### src/rtl/lane_seq_pkg.sv
// lane_seq_pkg: shared state encoding and default sizes for the lane read sequencer
// Contents: lane_seq_state_t FSM states, LANE_SEQ_NUM_LANES, LANE_SEQ_LANE_W, LANE_SEQ_TMR_W
package lane_seq_pkg;
  typedef enum logic [2:0] {IDLE, STROBE, WAIT, OFFER, DONE} lane_seq_state_t;
  localparam int LANE_SEQ_NUM_LANES = 25;
  localparam int LANE_SEQ_LANE_W = 64;
  localparam int LANE_SEQ_TMR_W = 3;
endpackage

### src/rtl/lane_wait_timer.sv
// lane_wait_timer: loadable down-counter that flags the last cycle of the lane read latency
// Ports: clk, rst_n (async, active low); load/lat reload the count; expire is high while the count is 1
module lane_wait_timer
  import lane_seq_pkg::*;
(
  input  logic                      clk,
  input  logic                      rst_n,
  input  logic                      load,
  input  logic [LANE_SEQ_TMR_W-1:0] lat,
  output logic                      expire
);
  logic [LANE_SEQ_TMR_W-1:0] cnt_q, cnt_d;
  always_comb cnt_d = load ? lat : (cnt_q != '0 ? cnt_q - 1'b1 : cnt_q);
  always_ff @(posedge clk or negedge rst_n) begin
    if (!rst_n) cnt_q <= '0;
    else cnt_q <= cnt_d;
  end
  assign expire = cnt_q == LANE_SEQ_TMR_W'(1);
endmodule

### src/rtl/lane_read_sequencer.sv
// lane_read_sequencer: sweeps every lane through the lane reader and offers each captured lane on valid/ready
// Ports: clk, rst_n (async, active low); start begins a sweep (IDLE only);
//        rd_strobe/rd_idx/rd_lane talk to the lane reader; out_valid/out_ready/out_lane/out_idx go downstream;
//        busy/done report to control; parity (XOR of the sweep) exists only with LANE_SEQ_PARITY_EN defined
module lane_read_sequencer
  import lane_seq_pkg::*;
#(
  parameter int NUM_LANES = LANE_SEQ_NUM_LANES,
  parameter int LANE_W = LANE_SEQ_LANE_W,
  parameter int RD_LAT = 1,
  parameter int IDX_W = 5
) (
  input  logic              clk,
  input  logic              rst_n,
  input  logic              start,
  output logic              rd_strobe,
  output logic [IDX_W-1:0]  rd_idx,
  input  logic [LANE_W-1:0] rd_lane,
  output logic              out_valid,
  input  logic              out_ready,
  output logic [LANE_W-1:0] out_lane,
  output logic [IDX_W-1:0]  out_idx,
  output logic              busy,
  output logic              done
`ifdef LANE_SEQ_PARITY_EN
  ,
  output logic [LANE_W-1:0] parity
`endif
);
  localparam logic [IDX_W-1:0] LAST = IDX_W'(NUM_LANES - 1);
  lane_seq_state_t state_q, state_d;
  logic [IDX_W-1:0] idx_q, idx_d, out_idx_q, out_idx_d;
  logic [LANE_W-1:0] out_lane_q, out_lane_d;
  logic rd_strobe_q, out_valid_q, busy_q, done_q;
  logic load, expire, cap;
  lane_wait_timer u_timer (
    .clk   (clk),
    .rst_n (rst_n),
    .load  (load),
    .lat   (LANE_SEQ_TMR_W'(RD_LAT)),
    .expire(expire)
  );
  always_comb begin
    state_d = state_q;
    idx_d = idx_q;
    load = 1'b0;
    cap = 1'b0;
    case (state_q)
      IDLE: if (start) begin
        idx_d = '0;
        state_d = STROBE;
      end
      STROBE: begin
        load = 1'b1;
        state_d = WAIT;
      end
      WAIT: if (expire) begin
        cap = 1'b1;
        state_d = OFFER;
      end
      OFFER: if (out_ready) begin
        state_d = idx_q == LAST ? DONE : STROBE;
        idx_d = idx_q == LAST ? idx_q : idx_q + 1'b1;
      end
      DONE: state_d = IDLE;
      default: state_d = IDLE;
    endcase
    out_lane_d = cap ? rd_lane : out_lane_q;
    out_idx_d = cap ? idx_q : out_idx_q;
  end
  // Outputs are registered from the next state so they line up with state_q without decode glitches.
  always_ff @(posedge clk or negedge rst_n) begin
    if (!rst_n) begin
      state_q <= IDLE;
      idx_q <= '0;
      out_lane_q <= '0;
      out_idx_q <= '0;
      rd_strobe_q <= 1'b0;
      out_valid_q <= 1'b0;
      busy_q <= 1'b0;
      done_q <= 1'b0;
    end else begin
      state_q <= state_d;
      idx_q <= idx_d;
      out_lane_q <= out_lane_d;
      out_idx_q <= out_idx_d;
      rd_strobe_q <= state_d == STROBE;
      out_valid_q <= state_d == OFFER;
      busy_q <= state_d != IDLE;
      done_q <= state_d == DONE;
    end
  end
  assign rd_strobe = rd_strobe_q;
  assign rd_idx = idx_q;
  assign out_valid = out_valid_q;
  assign out_lane = out_lane_q;
  assign out_idx = out_idx_q;
  assign busy = busy_q;
  assign done = done_q;
`ifdef LANE_SEQ_PARITY_EN
  logic [LANE_W-1:0] parity_q, parity_d;
  always_comb parity_d = (state_q == IDLE && start) ? '0 : (cap ? parity_q ^ rd_lane : parity_q);
  always_ff @(posedge clk or negedge rst_n) begin
    if (!rst_n) parity_q <= '0;
    else parity_q <= parity_d;
  end
  assign parity = parity_q;
`endif
endmodule

### config.mk
export PLATFORM = sky130hd
export DESIGN_NAME = lane_read_sequencer
export DESIGN_NICKNAME = d
export VERILOG_FILES = /design/src/rtl/lane_seq_pkg.sv /design/src/rtl/lane_wait_timer.sv /design/src/rtl/lane_read_sequencer.sv
export SDC_FILE = /design/constraint.sdc
export NUM_CORES = 1
export LEC_CHECK = 0
export CAP_MARGIN = 20
export CELL_PAD_IN_SITES_DETAIL_PLACEMENT = 0
export CELL_PAD_IN_SITES_GLOBAL_PLACEMENT = 2
export CORE_MARGIN = 5
export CORE_UTILIZATION = 26
export DETAILED_ROUTE_END_ITERATION = 7
export PLACE_DENSITY_LB_ADDON = 0.05
export REMOVE_ABC_BUFFERS = 1
export SLEW_MARGIN = 0
export SYNTH_ARGS = -nofsm -noshare
export SYNTH_HDL_FRONTEND = slang
export SYNTH_SLANG_ARGS = --single-unit
### constraint.sdc
create_clock -name clk -period 1.7 [get_ports clk]
set_input_delay 0.255 -clock clk [delete_from_list [all_inputs] [get_ports clk]]
set_output_delay 0.255 -clock clk [all_outputs]
set_load 0.01 [all_outputs]
Word-level counts from Yosys, hierarchy flattened

Index checks and enable logic that the tools add are counted.

Word-level logic and storage cells: 42
Register bits after elaboration: 84

Reduce and logical (&&, ||, !) cells: 6
Multiplexer cells: 14
Equal/unequal tests: 11
$add $sub $neg: 2

Operators with widths:

| operator              | count |
|---|---|
| $mux W3               | 6 |
| $mux W5               | 3 |
| $pmux W3 S4           | 1 |
| $pmux W5 S2           | 1 |
| $eq A3 B1 Y1 const B  | 3 |
| $eq A3 B2 Y1 const B  | 3 |
| $ne A2 B2 Y1 const B  | 3 |
| $reduce_bool A3 Y1    | 2 |
| $add A5 B1 Y5 const B | 1 |
| $eq A5 B5 Y1 const B  | 1 |
| $reduce_and A4 Y1     | 1 |
| $reduce_bool A2 Y1    | 2 |
| $eq A3 B3 Y1 const B  | 1 |
| $logic_not A3 Y1      | 1 |
| $mux W1               | 3 |
| $sub A3 B1 Y3 const B | 1 |

Longest topological paths before layout

Gate-level depths: netlist (run 1).

Word-level depth: 5
Depth in mapped cells: 7
Depth with buffers taken out: 5

Hierarchy

Synthesis (run 1) repeated with hierarchy kept, for this count alone.

Cell total of the unflattened synthesis: 224
Area total of the unflattened synthesis: 3,344.5 um^2

Modules (own cells, without submodules):

| module              | sequential area each (um^2) | cells an instance | instances | area an instance (um^2) |
|---|---|---|---|---|
| lane_read_sequencer | 2,026.9                     | 202               | 1         | 3,128.0 |
| lane_wait_timer     | 75.1                        | 22                | 1         | 216.5 |

Least setup slack after synthesis (run 1)

No wires, ideal clock.

Path kind: flip-flop to flip-flop
Start point: register u_timer.cnt_q[1]
End point: register out_idx_q[0] (netlist: out_idx[0])
Buffers on the path: 2
Slack: 0.089 ns
Setup time: 0.125 ns
Arrival time: 1.486 ns
Stages on the path, launching flop included: 8
Required time: 1.575 ns
Cell sequence: dfrtp_1 > inv_1 > ha_1 > nor2b_1 > and3_4 > buf_8 > buf_12 > mux2_4

Cells in the longest elaborated chain, start to end: 3

RTL lines:

| what                   | line                      | source |
|---|---|---|
| start, declared        | lane_wait_timer.sv:12     | `logic [LANE_SEQ_TMR_W-1:0] cnt_q, cnt_d;` |
| start signal, assigned | lane_wait_timer.sv:16     | `else cnt_q <= cnt_d;` |
| $eq A3 B1 Y1           | lane_wait_timer.sv:18     | `assign expire = cnt_q == LANE_SEQ_TMR_W'(1);` |
| $mux W1                | lane_read_sequencer.sv:57 | `WAIT: if (expire) begin` |
| $mux W1                | lane_read_sequencer.sv:48 | `case (state_q)` |
| end signal, assigned   | lane_read_sequencer.sv:86 | `out_idx_q <= out_idx_d;` |
| end, declared          | lane_read_sequencer.sv:32 | `logic [IDX_W-1:0] idx_q, idx_d, out_idx_q, out_idx_d;` |

No other way between the ends.
A chain may end at the register's enable or synchronous reset.

Final worst setup path (run 1)

Start point: register u_timer.cnt_q[1]
End point: register out_lane_q[14] (netlist: out_lane[14])

Cells in the longest elaborated chain, start to end: 3

RTL lines:

| what                 | line                      | source |
|---|---|---|
| $eq A3 B1 Y1         | lane_wait_timer.sv:18     |  |
| $mux W1              | lane_read_sequencer.sv:57 |  |
| $mux W1              | lane_read_sequencer.sv:48 |  |
| end signal, assigned | lane_read_sequencer.sv:85 | `out_lane_q <= out_lane_d;` |
| end, declared        | lane_read_sequencer.sv:33 | `logic [LANE_W-1:0] out_lane_q, out_lane_d;` |

No other way between the ends.

==> impl_metrics.prom, run 1 <==
# TYPE chip_impl_metric gauge
chip_impl_metric{name="p_int",unit="mW"} 7.67
chip_impl_metric{name="dp.final_hpwl",unit="mm"} 6.86
chip_impl_metric{name="gr-total-overflow",unit=""} 0
chip_impl_metric{name="max-vdd-ir-drop",unit="uV"} 609
chip_impl_metric{name="yosys.area_share.xor_xnor",unit="%"} 0.238
chip_impl_metric{name="port-buffer-count",unit=""} 145
chip_impl_metric{name="cp_max_fo",unit=""} 8
chip_impl_metric{name="cap_violations",unit=""} 0
chip_impl_metric{name="regArea",unit="um2"} 2100
chip_impl_metric{name="fin_crit",unit="ps"} 1670
chip_impl_metric{name="layout-area-overhead-vs-synth",unit="%"} 58.2
chip_impl_metric{name="grt_antenna_before_repair",unit=""} 0
chip_impl_info{name="clockRootBuffer",value="sky130_fd_sc_hd__clkbuf_16"} 1
chip_impl_metric{name="reg2reg_depth",unit=""} 6
chip_impl_metric{name="gp_congestion",unit=""} 0.738
chip_impl_metric{name="core_area",unit="um2"} 13900
chip_impl_metric{name="max_freq",unit="MHz"} 600
chip_impl_metric{name="postSynthAreaPerCell",unit="um2"} 16.8
chip_impl_metric{name="power_frac_clock",unit="%"} 18.1
chip_impl_metric{name="vias_per_cell",unit=""} 4.11
chip_impl_metric{name="total_buffers_and_inverters_traversed_by_the_critical_path",unit=""} 2
chip_impl_metric{name="mappedNetlistArea",unit="um2"} 3690
chip_impl_info{name="critical_path_class",value="register to register"} 1
chip_impl_metric{name="h-tree-depth",unit=""} 3
chip_impl_metric{name="num_antenna_cells",unit=""} 0
chip_impl_metric{name="fin_worst_hold_slack",unit="ps"} 382
chip_impl_metric{name="net-switching-power",unit="mW"} 3.09
chip_impl_metric{name="yosys.area_share.simple",unit="%"} 4.41
chip_impl_metric{name="clk_pin_slew",unit="ps"} 60
chip_impl_metric{name="cp.depth",unit=""} 6
chip_impl_metric{name="die_width",unit="um"} 129
chip_impl_info{name="crit_path_top_delay_cell",value="sky130_fd_sc_hd__dfrtp_1"} 1
chip_impl_info{name="critPathLaunch",value="u_timer.cnt_q[1]$_DFFE_PN0P_"} 1
chip_impl_metric{name="delay_of_the_slowest_cell_on_the_worst_path",unit="ps"} 390
chip_impl_metric{name="final_cells",unit=""} 575
chip_impl_metric{name="layout.filler_cells",unit=""} 1290
chip_impl_metric{name="fin_skew",unit="ps"} 8.00
chip_impl_metric{name="layout_worst_path_cycle_share",unit="%"} 98.1
chip_impl_metric{name="multi_input_area",unit="um2"} 1420
chip_impl_info{name="regToRegStartpoint",value="u_timer.cnt_q[1]$_DFFE_PN0P_"} 1
chip_impl_metric{name="clock_insertion_delay_worst_skew",unit="ps"} 340
chip_impl_metric{name="timing_hold_violations_final",unit=""} 0
chip_impl_metric{name="final_antenna_net_count",unit=""} 0
chip_impl_metric{name="drt_first_iter_violations",unit=""} 50
chip_impl_metric{name="die_height",unit="um"} 129
chip_impl_metric{name="yosys.area_share.adder",unit="%"} 1.70
chip_impl_metric{name="pin_count_of_the_biggest_net_entering_global_routing",unit=""} 35
chip_impl_metric{name="floorplan.die_area",unit="um2"} 16700
chip_impl_metric{name="design.final.nets",unit=""} 465
chip_impl_metric{name="clock_tree.buffer_depth",unit=""} 2
chip_impl_metric{name="cts_inserted_buffers",unit=""} 9
chip_impl_metric{name="cts_sinks",unit=""} 84
chip_impl_metric{name="synthesis_stage_register_bit_count",unit=""} 84
chip_impl_metric{name="final_layout_size_suffix_gt1_share",unit="%"} 29.6
chip_impl_metric{name="p_sw_share",unit="%"} 28.7
chip_impl_info{name="timing.critical_path.cells",value="inv_2 -> ha_4 -> nor2b_4 -> and3_4 -> clkbuf_16 -> mux2_4"} 1
chip_impl_info{name="status",value="finished clean"} 1
chip_impl_metric{name="maxSlewHeadroom",unit="%"} 73.3
chip_impl_metric{name="start_util",unit="%"} 26.6
chip_impl_metric{name="share_comb_of_total_power",unit="%"} 49.9
chip_impl_metric{name="worst-endpoint-arrival",unit="ps"} 1890
chip_impl_metric{name="synth.yosys.seq_area_share",unit="%"} 57.0
chip_impl_metric{name="drc",unit=""} 0
chip_impl_metric{name="yosys_warnings",unit=""} 0
chip_impl_metric{name="routed_wirelength",unit="mm"} 9.65
chip_impl_metric{name="grt_use_total",unit="%"} 11.1
chip_impl_metric{name="dr_total_vias",unit=""} 2361
chip_impl_metric{name="tightestPinTransition",unit="ps"} 401
chip_impl_metric{name="synth_mux_area_share",unit="%"} 28.9
chip_impl_info{name="largest_family_of_logic_cells_by_synthesized_area",value="multiplexers"} 1
chip_impl_metric{name="finalSetupViolations",unit=""} 0
chip_impl_metric{name="vias_in_the_first_global_route",unit=""} 2463
chip_impl_metric{name="synth_cell_types",unit=""} 31
chip_impl_metric{name="first_pass_grt_wire_length",unit="mm"} 14.0
chip_impl_metric{name="cp.required",unit="ps"} 1920
chip_impl_metric{name="netlist_instances",unit=""} 220
chip_impl_metric{name="post-place-cells",unit=""} 553
chip_impl_metric{name="boundaryPins",unit=""} 146
chip_impl_info{name="crit_path_end_kind",value="register"} 1
chip_impl_metric{name="power.static_leakage",unit="nW"} 2.53
chip_impl_metric{name="slew_violations",unit=""} 0
chip_impl_metric{name="num_rows",unit=""} 43
chip_impl_metric{name="drt-wirelength-per-cell",unit="um"} 16.8
chip_impl_metric{name="drt_first_pass_iters",unit=""} 4
chip_impl_info{name="worst_hold_path_type",value="primary input to async pin"} 1
chip_impl_info{name="setup_repair_after_global_routing_missed_its_margin",value="true"} 1
chip_impl_info{name="path_delay_family",value="simple AND/OR/NAND/NOR gates"} 1
chip_impl_info{name="start_kind",value="register"} 1
chip_impl_metric{name="power_density",unit="nW/um2"} 1850
chip_impl_metric{name="synth_compound_area_share",unit="%"} 2.44
chip_impl_metric{name="seq_power_share",unit="%"} 32.0
chip_impl_info{name="cts_tree",value="done"} 1
chip_impl_metric{name="timing.setup.tns",unit="ps"} 0
[placed cells by master (no fill, tap or decap), types with 2 or more instances in the layout]
cell type,count
sky130_fd_sc_hd__buf_12,5
sky130_fd_sc_hd__mux2i_1,3
sky130_fd_sc_hd__dfrtp_1,83
sky130_fd_sc_hd__buf_6,3
sky130_fd_sc_hd__inv_1,5
sky130_fd_sc_hd__nor3_1,2
sky130_fd_sc_hd__ha_1,4
sky130_fd_sc_hd__mux2_4,69
sky130_fd_sc_hd__buf_4,15
sky130_fd_sc_hd__nor2_1,10
sky130_fd_sc_hd__o21ai_0,3
sky130_fd_sc_hd__nand2b_1,4
sky130_fd_sc_hd__o211ai_1,2
sky130_fd_sc_hd__a211oi_1,2
sky130_fd_sc_hd__o31ai_1,2
sky130_fd_sc_hd__clkdlybuf4s50_1,144
sky130_fd_sc_hd__clkbuf_16,12
sky130_fd_sc_hd__nand2_1,3
sky130_fd_sc_hd__clkbuf_8,2
sky130_fd_sc_hd__nand3_1,2
[power groups by stage]
stage / registers, mW / logic (mW) / clock network [mW]
after floorplan: 3.87 / 2.17 / 0
after global placement: 3.46 / 5.20 / 0
after detailed placement: 3.46 / 5.19 / 0
after CTS: 3.45 / 5.23 / 2.06
after global routing: 3.57 / 5.72 / 2.12
final: 3.45 / 5.37 / 1.95
[synthesized netlist by cell type]
cell                        n  area, um2
sky130_fd_sc_hd__nand2b_1   4       25.0
sky130_fd_sc_hd__and2_1     1       6.26
sky130_fd_sc_hd__dfrtp_1   84       2100
sky130_fd_sc_hd__and3_4     1       11.3
sky130_fd_sc_hd__a211oi_1   2       15.0
sky130_fd_sc_hd__ha_1       5       62.6
sky130_fd_sc_hd__a221oi_1   1       8.76
sky130_fd_sc_hd__buf_8      1       15.0
sky130_fd_sc_hd__nor3_1     2       10.0
sky130_fd_sc_hd__inv_1      6       22.5
sky130_fd_sc_hd__mux2_4    69       1040
sky130_fd_sc_hd__or3_1      1       6.26
sky130_fd_sc_hd__nand4b_2   1       15.0
sky130_fd_sc_hd__buf_4      1       7.51
sky130_fd_sc_hd__o21ai_0    3       15.0
sky130_fd_sc_hd__nor2_1    10       37.5
sky130_fd_sc_hd__buf_2      1       5.00
sky130_fd_sc_hd__o211ai_1   2       15.0
sky130_fd_sc_hd__nand3_1    2       10.0
sky130_fd_sc_hd__o21bai_1   1       7.51
sky130_fd_sc_hd__xnor2_1    1       8.76
sky130_fd_sc_hd__or4b_4     1       13.8
sky130_fd_sc_hd__o21ai_2    1       8.76
sky130_fd_sc_hd__o21ai_1    1       5.00
sky130_fd_sc_hd__buf_12     7        140
sky130_fd_sc_hd__nand2_1    3       11.3
sky130_fd_sc_hd__mux2i_1    3       30.0
sky130_fd_sc_hd__clkbuf_1   1       3.75
sky130_fd_sc_hd__nor2b_1    1       6.26
sky130_fd_sc_hd__o31ai_1    2       15.0
sky130_fd_sc_hd__and4b_1    1       10.0
[worst register-to-register path, cell delays in order (launching register included)]
cell                        delay (ps)
sky130_fd_sc_hd__dfrtp_1           390
sky130_fd_sc_hd__inv_2              80
sky130_fd_sc_hd__ha_4              110
sky130_fd_sc_hd__nor2b_4           140
sky130_fd_sc_hd__and3_4            320
sky130_fd_sc_hd__clkbuf_16         210
sky130_fd_sc_hd__mux2_4            300
[layer usage]
metal  global-route usage (%)  vias to the layer above  wire [um]
li1                         -                     1108          -
met1                     14.0                     1170       4390
met2                     17.3                       72       4520
met3                     4.16                       11        580
met4                     4.32                        0        162
met5                        0                        -          0
[final timing paths]
check,to,slack (ps)
worst max-delay path,out_lane[14]$_DFFE_PN0P_,30
worst min-delay path,out_lane[29]$_DFFE_PN0P_,380
worst max register to register,out_lane[14]$_DFFE_PN0P_,30
worst min register to register,out_lane[54]$_DFFE_PN0P_,500
max in group asynchronous,rd_idx[2]$_DFFE_PN0P_,780
min in group clk,out_lane[54]$_DFFE_PN0P_,500
[cell type report]
cell class	instances	area share [%]
repair buffers	171	30.4
clock inverters	2	0.601
clock buffers	12	4.40
flip-flops and latches	84	36.1
well taps	180	3.86
inverters	6	0.386
multi-input cells	120	24.3
[flip-flops by register name (all words and copies together) (netlist names)]
signal / flops
rd_strobe: 1
out_idx: 5
busy: 1
rd_idx: 5
u_timer.cnt_q: 3
out_valid: 1
state_q: 3
out_lane: 64
done: 1
[per-stage QoR]
stage                     cell area, um2  worst slack [ps]  power, mW  utilization, %
after detailed placement            5390             0.891       8.65            38.9
after floorplan                     3510              -391       6.04               -
after CTS                           5700              2.56       10.7            41.0
final                               5830              32.4       10.8            42.0
after global routing                5830             -25.9       11.4            42.0
after global placement              5390              61.0       8.66            38.9
[logic make-up after synthesis]
| group | Yosys count |
|---|---|
| buffers and inverters | 17 |
| multiplexers | 72 |
| AND/OR/NAND/NOR | 28 |
| adder cells (fa/ha/maj) | 5 |
| XOR/XNOR | 1 |
| AO/OA/AOI/OAI | 13 |
| flip-flops | 84 |
[what timing repair did]
action | in CTS | in global routing
pin swaps | 1 | 0
gates resized for setup | 1 | 8
endpoints found under the setup margin | 18 | 69
endpoints found under the hold margin | 24 | 0
buffers inserted | 0 | 3
gates cloned | 0 | 4
hold buffers | 1 | 0
(Power assumes the default switching activity.)
==> run 2: changes to the inputs <==
- CORE_ASPECT_RATIO: unset -> 2
- CTS_CLUSTER_DIAMETER: unset -> 40
==> run 2 against run 1 <==
  * Flip-flop and latch count unchanged
  * Non-clock buffer count up 3
  * Setup slack worse by 28 ps
  * Worst hold slack better by 47 ps
  * Via count up 3.1%
  * Critical path depth up 1
  * Register-to-register slack worse by 30 ps
  * Die area up 0.87%
  * Clock skew about the same
==> impl_metrics.prom, run 2 (same netlist as run 1, synthesis figures left out) <==
# TYPE chip_impl_metric gauge
chip_impl_info{name="status",value="finished clean"} 1
chip_impl_metric{name="worst-endpoint-arrival",unit="ps"} 1910
chip_impl_metric{name="grt_use_total",unit="%"} 12.7
chip_impl_metric{name="num_rows",unit=""} 61
chip_impl_metric{name="floorplan.die_area",unit="um2"} 16800
chip_impl_metric{name="largest_register_ffs",unit=""} 64
chip_impl_metric{name="die_height",unit="um"} 178
chip_impl_metric{name="finalSetupViolations",unit=""} 0
chip_impl_info{name="crit_path_end_kind",value="register"} 1
chip_impl_metric{name="die_width",unit="um"} 94.2
chip_impl_metric{name="pin_count_of_the_biggest_net_entering_global_routing",unit=""} 36
chip_impl_metric{name="dp.final_hpwl",unit="mm"} 7.99
chip_impl_metric{name="drt_first_pass_iters",unit=""} 4
chip_impl_metric{name="first_pass_grt_wire_length",unit="mm"} 15.7
chip_impl_metric{name="gp_congestion",unit=""} 0.688
chip_impl_metric{name="max_freq",unit="MHz"} 590
chip_impl_metric{name="regArea",unit="um2"} 2100
chip_impl_info{name="mostFrequentLayoutCells",value="144 x sky130_fd_sc_hd__clkdlybuf4s50_1, 83 x sky130_fd_sc_hd__dfrtp_1, 69 x sky130_fd_sc_hd__mux2_4"} 1
chip_impl_metric{name="layout.filler_cells",unit=""} 1349
chip_impl_metric{name="cp.required",unit="ps"} 1910
chip_impl_metric{name="fin_worst_hold_slack",unit="ps"} 430
chip_impl_metric{name="final_cell_area",unit="um2"} 5910
chip_impl_info{name="worst_hold_path_type",value="primary input to async pin"} 1
chip_impl_metric{name="slew_violations",unit=""} 0
chip_impl_info{name="start_kind",value="register"} 1
chip_impl_metric{name="grt_antenna_before_repair",unit=""} 0
chip_impl_metric{name="gr-total-overflow",unit=""} 0
chip_impl_metric{name="power_density",unit="nW/um2"} 1870
chip_impl_info{name="critical_path_class",value="register to register"} 1
chip_impl_metric{name="fin_skew",unit="ps"} 8.15
chip_impl_metric{name="power.static_leakage",unit="nW"} 2.55
chip_impl_info{name="cts_tree",value="done"} 1
chip_impl_metric{name="timing_hold_violations_final",unit=""} 0
chip_impl_metric{name="routed_wirelength",unit="mm"} 11.3
chip_impl_metric{name="clock_insertion_delay_worst_skew",unit="ps"} 330
chip_impl_metric{name="detailed_place.area",unit="um2"} 5390
chip_impl_metric{name="cap_violations",unit=""} 0
chip_impl_metric{name="boundaryPins",unit=""} 146
chip_impl_metric{name="drc",unit=""} 0
chip_impl_metric{name="start_util",unit="%"} 26.5
chip_impl_metric{name="maxSlewHeadroom",unit="%"} 67.4
chip_impl_metric{name="core_area",unit="um2"} 13900
chip_impl_metric{name="drt_first_iter_violations",unit=""} 48
chip_impl_metric{name="max-vdd-ir-drop",unit="uV"} 569
chip_impl_metric{name="cts_inserted_buffers",unit=""} 9
chip_impl_metric{name="clk_pin_slew",unit="ps"} 70
chip_impl_metric{name="design.final.nets",unit=""} 468
chip_impl_metric{name="h-tree-depth",unit=""} 3
chip_impl_metric{name="vias_in_the_first_global_route",unit=""} 2528
chip_impl_metric{name="num_antenna_cells",unit=""} 0
chip_impl_metric{name="setup.reg_to_reg.worst_slack",unit="ps"} 4
chip_impl_metric{name="final_layout_size_suffix_gt1_share",unit="%"} 30.8
chip_impl_metric{name="clock_tree.buffer_depth",unit=""} 2
chip_impl_metric{name="port-buffer-count",unit=""} 145
chip_impl_info{name="final_common_cell",value="sky130_fd_sc_hd__clkdlybuf4s50_1"} 1
chip_impl_metric{name="layout-area-overhead-vs-synth",unit="%"} 60.5
chip_impl_metric{name="multi_input_area",unit="um2"} 1420
chip_impl_metric{name="drt-wirelength-per-cell",unit="um"} 19.3
chip_impl_metric{name="cts_sinks",unit=""} 84
chip_impl_metric{name="layout_worst_path_cycle_share",unit="%"} 99.7
chip_impl_metric{name="dr_total_vias",unit=""} 2434
chip_impl_metric{name="vias_per_cell",unit=""} 4.13
chip_impl_metric{name="fin_crit",unit="ps"} 1700
chip_impl_info{name="setup_repair_after_global_routing_missed_its_margin",value="true"} 1
chip_impl_metric{name="cp_max_fo",unit=""} 5
chip_impl_info{name="clockRootBuffer",value="sky130_fd_sc_hd__clkbuf_16"} 1
chip_impl_metric{name="tightestPinTransition",unit="ps"} 488
chip_impl_metric{name="final_antenna_net_count",unit=""} 0
-- run 2: changes by cell type in the layout (fill, tap and decap cells not counted), sizes merged --
cell,before,now
clkinv,1,0
inv,6,8
buf,23,24
clkinvlp,0,3
-- run 2: cell type report --
class	instances	area share [%]
Sequential cell	84	35.6
Timing Repair Buffer	174	30.9
Multi-Input combinational cell	120	24.1
Tap cell	189	4.00
Clock buffer	10	3.87
Clock inverter	6	1.23
Inverter	6	0.381
-- run 2: worst paths after layout --
check,from,end,cells past startpoint
setup / recovery,u_timer.cnt_q[1]$_DFFE_PN0P_,out_lane[49]$_DFFE_PN0P_,7
hold / removal,rst_n,out_lane[39]$_DFFE_PN0P_,2
setup reg to reg,u_timer.cnt_q[1]$_DFFE_PN0P_,out_lane[49]$_DFFE_PN0P_,7
hold reg to reg,out_lane[41]$_DFFE_PN0P_,out_lane[41]$_DFFE_PN0P_,1
max in group asynchronous,rst_n,rd_idx[2]$_DFFE_PN0P_,3
min in group clk,out_lane[41]$_DFFE_PN0P_,out_lane[41]$_DFFE_PN0P_,1
-- run 2: where the power goes --
group	internal, mW	switching (mW)
combinational	3.62	1.96
sequential	2.93	0.541
clock	1.16	0.857
total	7.71	3.36
-- run 2: routing by layer --
metal	global-route usage [%]	share of wire, %	vias up
li1	-	-	1122
met1	14.1	37	1233
met2	23.5	57	74
met3	3.21	4.9	5
met4	3.62	1.0	0
met5	0	0	-
-- run 2: worst max-delay path: stages (launching register included) --
cell and delay (ps):
sky130_fd_sc_hd__dfrtp_1 400, sky130_fd_sc_hd__inv_2 80, sky130_fd_sc_hd__ha_4 110, sky130_fd_sc_hd__nor2b_4 130
sky130_fd_sc_hd__buf_4 120, sky130_fd_sc_hd__and3_4 270, sky130_fd_sc_hd__clkbuf_16 180, sky130_fd_sc_hd__mux2_4 290
-- run 2: stage by stage --
step	total power [mW]	util [%]	setup WS, ps	setup TNS (ps)	instances
after floorplan	6.04	-	-391	-27210	209
after global placement	8.71	38.8	34.1	0	560
after detailed placement	8.75	38.8	4.76	0	560
after CTS	10.9	41.1	1.94	0	577
after global routing	11.7	42.6	-41.5	-1490	589
final	11.1	42.6	4.34	0	589
-- run 2: timing repair --
item,CTS,global route
gates cloned,0,8
hold endpoints to repair,31,0
hold buffers,1,0
resized for setup,1,7
buffers inserted,0,4
pin swaps,0,1
endpoints found under the setup margin,1,69
